===== src/rtl/i2c_reg_slave.sv =====
// I2C target with a small 8-bit register bank: write a pointer byte, then stream data
// writes or reads with auto-increment. The whole design runs on clk; SCL/SDA are oversampled.
module i2c_reg_slave #(
  parameter logic [6:0] ADDR     = 7'h4F,
  parameter int         NUM_REGS = 4
) (
  input  logic                  clk,
  input  logic                  reset,
  input  logic                  SCL,
  input  logic                  SDA_in,
  output logic                  SDA_oe,
  output logic [NUM_REGS*8-1:0] reg_out,
  output logic                  wr_strobe,
  output logic [7:0]            wr_index,
  output logic                  busy
);

  typedef enum logic [3:0] {
    ST_IDLE, ST_ADDR, ST_ADDR_ACK, ST_PTR, ST_PTR_ACK,
    ST_WDATA, ST_WDATA_ACK, ST_RDATA, ST_RDATA_ACK, ST_IGNORE
  } state_e;

  logic [1:0] scl_sync_q, sda_sync_q, arm_q;
  logic       scl_prev_q, sda_prev_q;
  logic       scl_s, sda_s, scl_rise, scl_fall, start_det, stop_det;

  state_e                   state_q, state_d;
  logic [3:0]               bit_cnt_q, bit_cnt_d;
  logic [6:0]               sh_q, sh_d, tx_q, tx_d;
  logic [7:0]               ptr_q, ptr_d, widx_q, widx_d;
  logic                     rw_q, rw_d, oe_q, oe_d, busy_q, busy_d, wstb_q, wstb_d;
  logic [NUM_REGS-1:0][7:0] regs_q, regs_d;
  logic [7:0]               byte_in, rd_byte, ptr_inc;

  always_ff @(posedge clk) begin
    if (reset) begin
      scl_sync_q <= 2'b11;
      sda_sync_q <= 2'b11;
      scl_prev_q <= 1'b1;
      sda_prev_q <= 1'b1;
      arm_q      <= 2'b00;
    end else begin
      scl_sync_q <= {scl_sync_q[0], SCL};
      sda_sync_q <= {sda_sync_q[0], SDA_in};
      scl_prev_q <= scl_sync_q[1];
      sda_prev_q <= sda_sync_q[1];
      arm_q      <= {arm_q[0], 1'b1};
    end
  end

  // Edges are masked until the synchronizers have flushed their reset value, so a bus
  // sitting at SCL=1/SDA=0 when reset drops is not mistaken for a START.
  assign scl_s     = scl_sync_q[1];
  assign sda_s     = sda_sync_q[1];
  assign scl_rise  = arm_q[1] &  scl_s & ~scl_prev_q;
  assign scl_fall  = arm_q[1] & ~scl_s &  scl_prev_q;
  assign start_det = arm_q[1] & scl_s & scl_prev_q &  sda_prev_q & ~sda_s;
  assign stop_det  = arm_q[1] & scl_s & scl_prev_q & ~sda_prev_q &  sda_s;

  assign byte_in = {sh_q, sda_s};
  assign ptr_inc = (ptr_q == 8'(NUM_REGS - 1)) ? 8'd0 : ptr_q + 8'd1;

  always_comb begin
    rd_byte = '0;
    for (int i = 0; i < NUM_REGS; i++)
      if (ptr_q == 8'(i)) rd_byte = regs_q[i];
  end

  always_comb begin
    state_d   = state_q;
    bit_cnt_d = bit_cnt_q;
    sh_d      = sh_q;
    tx_d      = tx_q;
    ptr_d     = ptr_q;
    widx_d    = widx_q;
    rw_d      = rw_q;
    oe_d      = oe_q;
    busy_d    = busy_q;
    wstb_d    = 1'b0;
    regs_d    = regs_q;
    if (stop_det || start_det) begin
      state_d   = stop_det ? ST_IDLE : ST_ADDR;
      bit_cnt_d = '0;
      oe_d      = 1'b0;
      busy_d    = 1'b0;
    end else begin
      unique case (state_q)
        ST_ADDR, ST_PTR, ST_WDATA: if (scl_rise) begin
          sh_d      = byte_in[6:0];
          bit_cnt_d = bit_cnt_q + 4'd1;
          if (bit_cnt_q == 4'd7) begin
            bit_cnt_d = '0;
            if (state_q == ST_ADDR) begin
              if (byte_in[7:1] == ADDR) begin
                state_d = ST_ADDR_ACK;
                rw_d    = byte_in[0];
                busy_d  = 1'b1;
              end else begin
                state_d = ST_IGNORE;
              end
            end else if (state_q == ST_PTR) begin
              if ({1'b0, byte_in} < 9'(NUM_REGS)) begin
                state_d = ST_PTR_ACK;
                ptr_d   = byte_in;
              end else begin
                state_d = ST_IGNORE;
              end
            end else begin
              state_d = ST_WDATA_ACK;
              wstb_d  = 1'b1;
              widx_d  = ptr_q;
              for (int i = 0; i < NUM_REGS; i++)
                if (ptr_q == 8'(i)) regs_d[i] = byte_in;
            end
          end
        end
        // First SCL fall after the byte pulls SDA low; the next one ends the ACK clock.
        ST_ADDR_ACK, ST_PTR_ACK, ST_WDATA_ACK: if (scl_fall) begin
          if (!oe_q) begin
            oe_d = 1'b1;
          end else if (state_q == ST_ADDR_ACK && rw_q) begin
            state_d = ST_RDATA;
            tx_d    = rd_byte[6:0];
            oe_d    = ~rd_byte[7];
          end else begin
            oe_d    = 1'b0;
            state_d = ST_WDATA;
            if (state_q == ST_ADDR_ACK) state_d = ST_PTR;
            if (state_q == ST_WDATA_ACK) ptr_d = ptr_inc;
          end
        end
        ST_RDATA: begin
          if (scl_rise) begin
            bit_cnt_d = bit_cnt_q + 4'd1;
          end else if (scl_fall) begin
            if (bit_cnt_q == 4'd8) begin
              state_d   = ST_RDATA_ACK;
              bit_cnt_d = '0;
              oe_d      = 1'b0;
            end else begin
              oe_d = ~tx_q[6];
              tx_d = {tx_q[5:0], 1'b0};
            end
          end
        end
        // Reaching the fall here implies the master ACKed at the preceding rise.
        ST_RDATA_ACK: begin
          if (scl_rise) begin
            if (sda_s) state_d = ST_IGNORE;
            else       ptr_d   = ptr_inc;
          end else if (scl_fall) begin
            state_d = ST_RDATA;
            tx_d    = rd_byte[6:0];
            oe_d    = ~rd_byte[7];
          end
        end
        default: ;
      endcase
    end
  end

  always_ff @(posedge clk) begin
    if (reset) begin
      state_q   <= ST_IDLE;
      bit_cnt_q <= '0;
      sh_q      <= '0;
      tx_q      <= '0;
      ptr_q     <= '0;
      widx_q    <= '0;
      rw_q      <= 1'b0;
      oe_q      <= 1'b0;
      busy_q    <= 1'b0;
      wstb_q    <= 1'b0;
      regs_q    <= '0;
    end else begin
      state_q   <= state_d;
      bit_cnt_q <= bit_cnt_d;
      sh_q      <= sh_d;
      tx_q      <= tx_d;
      ptr_q     <= ptr_d;
      widx_q    <= widx_d;
      rw_q      <= rw_d;
      oe_q      <= oe_d;
      busy_q    <= busy_d;
      wstb_q    <= wstb_d;
      regs_q    <= regs_d;
    end
  end

  assign SDA_oe    = oe_q;
  assign reg_out   = regs_q;
  assign wr_strobe = wstb_q;
  assign wr_index  = widx_q;
  assign busy      = busy_q;

endmodule


===== config.mk =====
export PLATFORM = sky130hd
export DESIGN_NAME = i2c_reg_slave
export DESIGN_NICKNAME = d
export VERILOG_FILES = /design/src/rtl/i2c_reg_slave.sv
export SDC_FILE = /design/constraint.sdc
export NUM_CORES = 1
export LEC_CHECK = 0
export CAP_MARGIN = 10
export CELL_PAD_IN_SITES_DETAIL_PLACEMENT = 1
export CELL_PAD_IN_SITES_GLOBAL_PLACEMENT = 1
export CORE_MARGIN = 2
export CORE_UTILIZATION = 42
export CTS_CLUSTER_DIAMETER = 30
export DETAILED_ROUTE_END_ITERATION = 12
export PLACE_DENSITY = 0.83
export REMOVE_ABC_BUFFERS = 1
export SLEW_MARGIN = 20
export SYNTH_ARGS = -nofsm -noshare
export SYNTH_HDL_FRONTEND = slang
export SYNTH_SLANG_ARGS = --single-unit

===== constraint.sdc =====
create_clock -name clk -period 2.1 [get_ports clk]
set_input_delay 0.315 -clock clk [delete_from_list [all_inputs] [get_ports clk]]
set_output_delay 0.315 -clock clk [all_outputs]
set_load 0.1 [all_outputs]

==> results of run 1 <==
## report_power, final
group          total [mW]  switching (mW)  leakage, nW  internal [mW]
combinational        1.49           0.851         1.12          0.636
clock                1.16           0.612       0.0925          0.552
sequential           1.70          0.0890        0.666           1.61
## cell type report
class                      instances  area share
tap                              129     0.03231
clock inverter                     6     0.01353
timing repair buffer              92      0.1428
multi-input combinational        370      0.4474
clock buffer                      10     0.02555
inverter                          10    0.007515
sequential                        82      0.3309
## final timing paths
kind	endpoint	from	cells past startpoint	slack, ns
setup / recovery	reg_out[26]	bit_cnt_q[1]	9	0.05
hold / removal	arm_q[0]	reset	2	0.34
setup reg to reg	reg_out[26]	bit_cnt_q[1]	9	0.05
hold reg to reg	scl_sync_q[1]	scl_sync_q[0]	1	0.43
## sequential cells by signal, indices dropped and copies added (netlist names), 4 cells and up
| name | flops |
|---|---|
| bit_cnt_q | 4 |
| ptr_q | 8 |
| reg_out | 32 |
| sh_q | 7 |
| state_q | 4 |
| tx_q | 7 |
| wr_index | 8 |
## metal layers
layer,part of all wire,track usage
met1,0.45,0.3206
met2,0.50,0.4347
met3,0.039,0.05130
met4,0.012,0.06564
met5,0,0
## cells by family after synthesis
logic type / Yosys count / synth area share
simple gates: 217 / 0.2725
compound gates: 121 / 0.1857
flops: 82 / 0.4053
buf+inv: 46 / 0.05499
mux: 22 / 0.05437
fa+ha+maj: 6 / 0.01854
xor+xnor: 4 / 0.008652
## synth_stat cells, types with 6 or more instances
master    number  area share
clkbuf_1      19       0.018
dfxtp_1       82        0.41
mux2i_1       22       0.054
o21ai_0       23       0.028
buf_2          7      0.0086
nor2_1        43       0.040
buf_4          7       0.013
nand2b_1       9       0.014
nand2_1      106       0.098
a21oi_1       53       0.065
ha_1           6       0.019
inv_1         10      0.0093
nor3_1         6      0.0074
nand3_1        6      0.0074
o21ai_1        9       0.011
## through the flow
stage | setup WS, ns | power (mW) | cells | setup TNS, ns
after floorplan | -0.2333 | 2.517 | 462 | -0.2333
after global placement | 0.09670 | 3.004 | 674 | 0
after detailed placement | -0.003157 | 3.073 | 674 | -0.003382
after CTS | 0.04236 | 4.243 | 691 | 0
after global routing | -0.05092 | 4.571 | 699 | -0.5637
final | 0.05327 | 4.347 | 699 | 0
## critical path, delay by kind of cell, from the launching register on
kind                       cells  cell delay, ns
AOI/OAI and AO/OA              1            0.15
buffers and inverters          3            0.51
DFF                            1            0.38
and+or+nand+nor                4            0.79
adders and majority gates      1            0.14
## what timing repair did
item                       4_1_cts  5_1_grt
pin swaps                        2        7
setup endpoints to repair       24       52
resized for setup                6       15
setup buffers                    1        8
==> impl_metrics.toml, run 1 <==
[critical_path]
arrival_ns = 2.32
critPathRequiredTime_ns = 2.38
worstSetupPathType = "flip-flop to flip-flop"
setup.worst_path.end_class = "flip-flop"
cpMaxStageDelayCell = "dfxtp_4"
max_stage_delay_ns = 0.38
worstPathMaxFanout = 8
crit_chain = "ha_4, nand3b_1, buf_4, or3_4, buf_4, nor4_4, buf_6, nand2_1, a21oi_1"
startpoint_type = "flip-flop"
path_common_cell = "buf_4"

[finish]
multi_input_area_um2 = 2235
final_cell_area_um2 = 4995
diodes = 0
nFillCells = 1132
drive_above_1_share = 0.2474
seqCellArea_um2 = 1653
finish.utilization = 0.5380
nets = 575
syn2layout_area_growth_pct = 23.32
layout_commonest_cell = "nand2_1"
layout_common_cells = "nand2_1, buf_4, dfxtp_1"

[logic_synthesis]
synthArstFlopShare = 0
synthFlopType = "dfxtp_1"
avgSynthCellArea_um2 = 8.133
yosys_warnings = 0
syn_inst = 498
ys_seq_area_frac = 0.4053
synth_cell_types = 65
ys_ff_latch = 82
synth-edff-count = 0
netlist_area_um2 = 4050

[sta]
holdWs_ns = 0.3405
fin_crit_sh = 0.9746
rsz0062_at_grt = "yes"
setup_viol = 0
worst_pin_slew_ns = 0.5197
fin_skew_ns = 0.01429
fmax_mhz = 488.6
finalMaxSlewViolations = 0
relSlewSlack = 0.6527
finalHoldViolations = 0
fin_crit_ns = 2.047

[grt]
gr-total-overflow = 0
antenna_found_initial = 0
grt.total_usage = 0.2514
first_global_vias = 3889
grt_max_degree = 70
grt_pass1_wl_mm = 20.25

[drt]
wl_per_cell_um = 18.04
ant_nets = 0
avgViaCountPerCell = 5.531
drt_iter0_drc = 170
drt-total-wl_mm = 12.61
drtPass1Iterations = 5
vias = 3866
drc_errors = 0

[die]
ios = 47
core.rowCount = 35
dieArea_um2 = 10440
initial_utilization = 0.4363
fp.coreArea_um2 = 9284
die_w_um = 102.2
die_h_um = 102.2

[job]
maxCapViolCount = 0

[power]
powerDensity_nw_per_um2 = 870.3
max-vdd-ir-drop_mv = 0.4006
leakage_nw = 1.877

[run_status]
outcome = "finished, final reports clean"

[placed_design]
port-buffer-count = 46
place.gp.congestion = 0.8819
place_hpwl_mm = 8.963
post_dp_cell_area_um2 = 4664

[clock_tree]
cts_tree = "done"
htreeDepth = 3
root_buffer = "clkbuf_8"
cts.path.max_buffers = 2
clkSinkCount = 82
clkSlewWorstSetupHoldPaths_ns = 0.09
cts_hold_buf = 0
clkLatencyLatePin_ns = 0.36
cts_buffers = 9

[worst_hold_path]
min_path_type = "primary input to flip-flop"
No activity file was read; power rests on OpenSTA's default activity.
==> run 2, diff against run 1 <==
--- a/config.mk
+++ b/config.mk
@@ -10,8 +10,9 @@
 export CELL_PAD_IN_SITES_GLOBAL_PLACEMENT = 1
 export CORE_MARGIN = 2
-export CORE_UTILIZATION = 42
+export CORE_UTILIZATION = 43
+export CTS_BUF_LIST = sky130_fd_sc_hd__clkbuf_8
 export CTS_CLUSTER_DIAMETER = 30
 export DETAILED_ROUTE_END_ITERATION = 12
-export PLACE_DENSITY = 0.83
+export PLACE_DENSITY = 0.85
 export REMOVE_ABC_BUFFERS = 1
 export SLEW_MARGIN = 20
==> constraint.sdc (replaced) <==
create_clock -name clk -period 2.1 [get_ports clk]
set_input_delay 0.21 -clock clk [delete_from_list [all_inputs] [get_ports clk]]
set_output_delay 0.21 -clock clk [all_outputs]
set_load 0.1 [all_outputs]
==> impl_metrics.toml, run 2 (same netlist as run 1, synthesis figures left out) <==
[sta]
fmax_mhz = 494.2
finalMaxSlewViolations = 0
fin_skew_ns = 0.01065
worst_pin_slew_ns = 0.5119
finalHoldViolations = 0
setup_viol = 0
rsz0062_at_grt = "yes"
relSlewSlack = 0.6579
fin_ws_ns = 0.07660
fin_crit_ns = 2.023
fin_crit_sh = 0.9635

[die]
die_h_um = 101.1
core.rowCount = 35
initial_utilization = 0.4404
dieArea_um2 = 10210
ios = 47
die_w_um = 101.1
fp.coreArea_um2 = 9196

[finish]
finish.utilization = 0.5514
nets = 577
diodes = 0
drive_above_1_share = 0.2640
nFillCells = 1132
syn2layout_area_growth_pct = 25.21
layout_commonest_cell = "nand2_1"
layout_common_cells = "nand2_1, buf_4, dfxtp_1"
largest_reg_flops = 32

[grt]
grt_max_degree = 70
first_global_vias = 4077
grt_pass1_wl_mm = 21.15
antenna_found_initial = 0
grt.total_usage = 0.2646
gr-total-overflow = 0

[clock_tree]
cts_buffers = 9
clkSinkCount = 82
htreeDepth = 3
cts.path.max_buffers = 2
cts_hold_buf = 0
root_buffer = "clkbuf_8"
clkLatencyLatePin_ns = 0.35
clkSlewWorstSetupHoldPaths_ns = 0.09
cts_tree = "done"

[drt]
wirelength_met1_mm = 5.928
drt_iter0_drc = 180
avgViaCountPerCell = 5.720
wl_per_cell_um = 19.22
ant_nets = 0
drt-total-wl_mm = 13.13
top_layer_used = "met4"
vias = 3907
dr_wl_met2_mm = 6.281
drtPass1Iterations = 4
drc_errors = 0
wl_met3_um = 589

[power]
powerDensity_nw_per_um2 = 905.3
leakage_nw = 1.916
power_mw = 4.591
max-vdd-ir-drop_mv = 0.4659

[critical_path]
arrival_ns = 2.27
critPathRequiredTime_ns = 2.35
crit_start = "state_q[0]"
r2r_start = "state_q[0]"
setup.worst_path.end_class = "flip-flop"
startpoint_type = "flip-flop"
worstPathMaxFanout = 14
worstSetupPathType = "flip-flop to flip-flop"

[placed_design]
place_hpwl_mm = 8.949
dp_slack_ns = -0.009430
place.gp.congestion = 0.9536
port-buffer-count = 46

[worst_hold_path]
holdCritStartpoint = "reset"
min_path_type = "primary input to flip-flop"

[run_status]
outcome = "finished, final reports clean"

[job]
maxCapViolCount = 0
## run 2: changes by cell type in the layout (fill, tap and decap cells not counted), moves of 2 or more
cell       delta
nand2_1       -2
and2_2        -2
nand2_2       +2
nor4_2        +2
bufinv_16     +2
and2_4        +2
buf_4         +3
clkinv_4      -2
nor4_1        -2
buf_6         -2
## run 2: final cells by class
cell class | count | area, um2 | share of cell area
repair buffers | 94 | 733.2 | 0.1446
multi-input cells | 370 | 2266 | 0.4468
well taps | 111 | 138.9 | 0.02739
inverters | 10 | 37.54 | 0.007402
clock buffers | 9 | 123.9 | 0.02443
flip-flops and latches | 82 | 1654 | 0.3262
clock inverters | 7 | 117.6 | 0.02319
## run 2: through the flow
stage,TNS [ns],hold slack [ns],cells,cell area (um2)
3_3_place_gp,0,0.3951,661,4679
2_1_floorplan,-0.2333,0.2746,462,3865
6_report,0,0.2702,683,5071
5_1_grt,-0.05616,0.2734,683,5071
3_5_place_dp,-0.009430,0.4035,661,4679
4_1_cts,-0.05200,0.2597,677,4930
## run 2: timing repair
item / CTS / global route
cloned: 0 / 0
hold endpoints to repair: 0 / 0
setup endpoints to repair: 25 / 54
pin swaps: 0 / 4
setup buffers: 0 / 6
resized for setup: 6 / 23
## run 2: path summary, 6_finish.rpt
path / to / slack (ns) / cells past startpoint
worst max-delay path: tx_q[4] / 0.08 / 7
worst min-delay path: arm_q[0] / 0.27 / 2
worst max register to register: tx_q[4] / 0.08 / 7
worst min register to register: scl_sync_q[1] / 0.42 / 1
## run 2: worst max-delay path: stages (launching register included)
cell      delay, ns
dfxtp_1        0.45
buf_4          0.24
nor2b_2        0.21
nand3_2        0.17
o21ai_1        0.20
o311a_4        0.30
nor2_1         0.08
a311oi_1       0.28
## run 2: report_power, final
part / switching, mW / internal, mW
registers: 0.106 / 1.61
logic: 0.866 / 0.611
clock network: 0.607 / 0.790
## run 2: routing by layer
layer  up-vias  track usage
li1       1858            -
met1      1931       0.3545
met2        92       0.4274
met3        26      0.03675
met4         0       0.1081
met5         -            0
==> run 3, diff against run 2 <==
ABC_CLOCK_PERIOD_IN_PS = 2100   (was unset)
SETUP_SLACK_MARGIN = 0.02   (was unset)
TNS_END_PERCENT = 50   (was unset)
==> impl_metrics.toml, run 3 (same netlist as run 1, synthesis figures left out) <==
[grt]
grt_max_degree = 70
grtUsageMet2 = 0.4320
grt_util_met1 = 0.3541
first_global_vias = 4094
gr-total-overflow = 0
met3_usage = 0.03467
grt.total_usage = 0.2648
top_usage_layer = "met2"
antenna_found_initial = 0
grt_pass1_wl_mm = 21.19

[clock_tree]
cts.path.max_buffers = 2
root_buffer = "clkbuf_8"
clkLatencyLatePin_ns = 0.36
cts_hold_buf = 0
htreeDepth = 3
clkSlewWorstSetupHoldPaths_ns = 0.09
clkSinkCount = 82
cts_buffers = 9
cts_tree = "done"

[job]
maxCapViolCount = 0

[critical_path]
reg2reg_depth = 8
path_delay_family = "simple AND/OR/NAND/NOR gates"
startpoint_type = "flip-flop"
critPathRequiredTime_ns = 2.37
crit_chain = "ha_4, nand3b_1, or3_4, nor3_4, buf_12, and2_4, nand2_1, a21oi_1"
worstSetupPathType = "flip-flop to flip-flop"
worstPathMaxFanout = 8
max_stage_delay_ns = 0.46
arrival_ns = 2.28
setup.worst_path.end_class = "flip-flop"
critPathBufInv = 1
cp.depth = 8
cpMaxStageDelayCell = "or3_4"

[worst_hold_path]
min_path_type = "primary input to flip-flop"
whs_path_depth = 2

[die]
die_w_um = 101.1
fp.coreArea_um2 = 9196
die_h_um = 101.1
ios = 47
core.rowCount = 35
dieArea_um2 = 10210
initial_utilization = 0.4404

[sta]
relSlewSlack = 0.6617
fin_crit_ns = 2.004
worst_pin_slew_ns = 0.5062
setup_viol = 0
fin_crit_sh = 0.9541
fin_skew_ns = 0.01054
finalSetupTns_ns = 0
finalMaxSlewViolations = 0
finalHoldViolations = 0
fin_ws_ns = 0.09649
rsz0062_at_grt = "yes"
holdWs_ns = 0.2664
fmax_mhz = 499.1

[drt]
drtPass1Iterations = 5
avgViaCountPerCell = 5.723
drc_errors = 0
wl_per_cell_um = 19.17
ant_nets = 0
drt-total-wl_mm = 13.07
drt_iter0_drc = 160
vias = 3903

[placed_design]
dp_slack_ns = -0.009430
port-buffer-count = 46
place_hpwl_mm = 8.949
place.gp.congestion = 0.9536

[power]
seq_power_share = 0.375
swShare = 0.3446
p_sw_mw = 1.580
max-vdd-ir-drop_mv = 0.4378
intPower_mw = 3.005
leakage_nw = 1.915
p_comb_frac = 0.319
power_mw = 4.585
powerDensity_nw_per_um2 = 902.7
p_clk_frac = 0.306

[finish]
layout_commonest_cell = "nand2_1"
layout_common_cells = "nand2_1, buf_4, dfxtp_1"
syn2layout_area_growth_pct = 25.42
nets = 576
diodes = 0
largest_reg_flops = 32
finish.utilization = 0.5524
drive_above_1_share = 0.2609

[run_status]
outcome = "finished, final reports clean"
-- run 3: changes by cell type in the layout (fill, tap and decap cells not counted), sizes merged --
cell  change
buf       -1
-- run 3: worst paths after layout --
kind	from	end	slack, ns
worst min register to register	scl_sync_q[0]	scl_sync_q[1]	0.42
worst max-delay path	bit_cnt_q[0]	reg_out[21]	0.1
worst min-delay path	reset	arm_q[0]	0.27
worst max register to register	bit_cnt_q[0]	reg_out[21]	0.1
-- run 3: cell type report --
type	instances	area (um2)
tap	111	138.9
inverter	10	37.54
clock inverter	7	117.6
multi-input combinational	370	2268
fill	1128	4116
sequential	82	1655
timing repair buffer	93	738.2
clock buffer	9	123.9
-- run 3: routing by layer --
| metal | share of wire | vias to the layer above |
|---|---|---|
| met2 | 0.48 | 77 |
| met5 | 0 | - |
| met4 | 0.025 | 0 |
| met1 | 0.45 | 1936 |
| li1 | - | 1861 |
| met3 | 0.038 | 29 |
-- run 3: power groups by stage --
stage	clock [mW]	combinational (mW)	sequential [mW]
6_report	1.40	1.46	1.72
5_1_grt	1.49	1.59	1.73
4_1_cts	1.43	1.42	1.70
3_5_place_dp	0	1.38	1.73
3_3_place_gp	0	1.34	1.73
2_1_floorplan	0	0.762	1.75
-- run 3: repair_timing --
| action | CTS | global route |
|---|---|---|
| endpoints found under the setup margin | 28 | 51 |
| pin swaps | 1 | 6 |
| setup buffers | 1 | 4 |
| resized for setup | 9 | 21 |
-- run 3: worst reg2reg max path: stages (launching register included) --
cell,delay (ns)
dfxtp_4,0.38
ha_4,0.14
nand3b_1,0.17
or3_4,0.46
nor3_4,0.16
buf_12,0.15
and2_4,0.19
nand2_1,0.07
a21oi_1,0.21
-- run 3: metrics by stage --
stage	std cells	cell area (um2)
6_report	682	5080
5_1_grt	682	5080
4_1_cts	678	4959
3_5_place_dp	661	4679
3_3_place_gp	661	4679
2_1_floorplan	462	3865
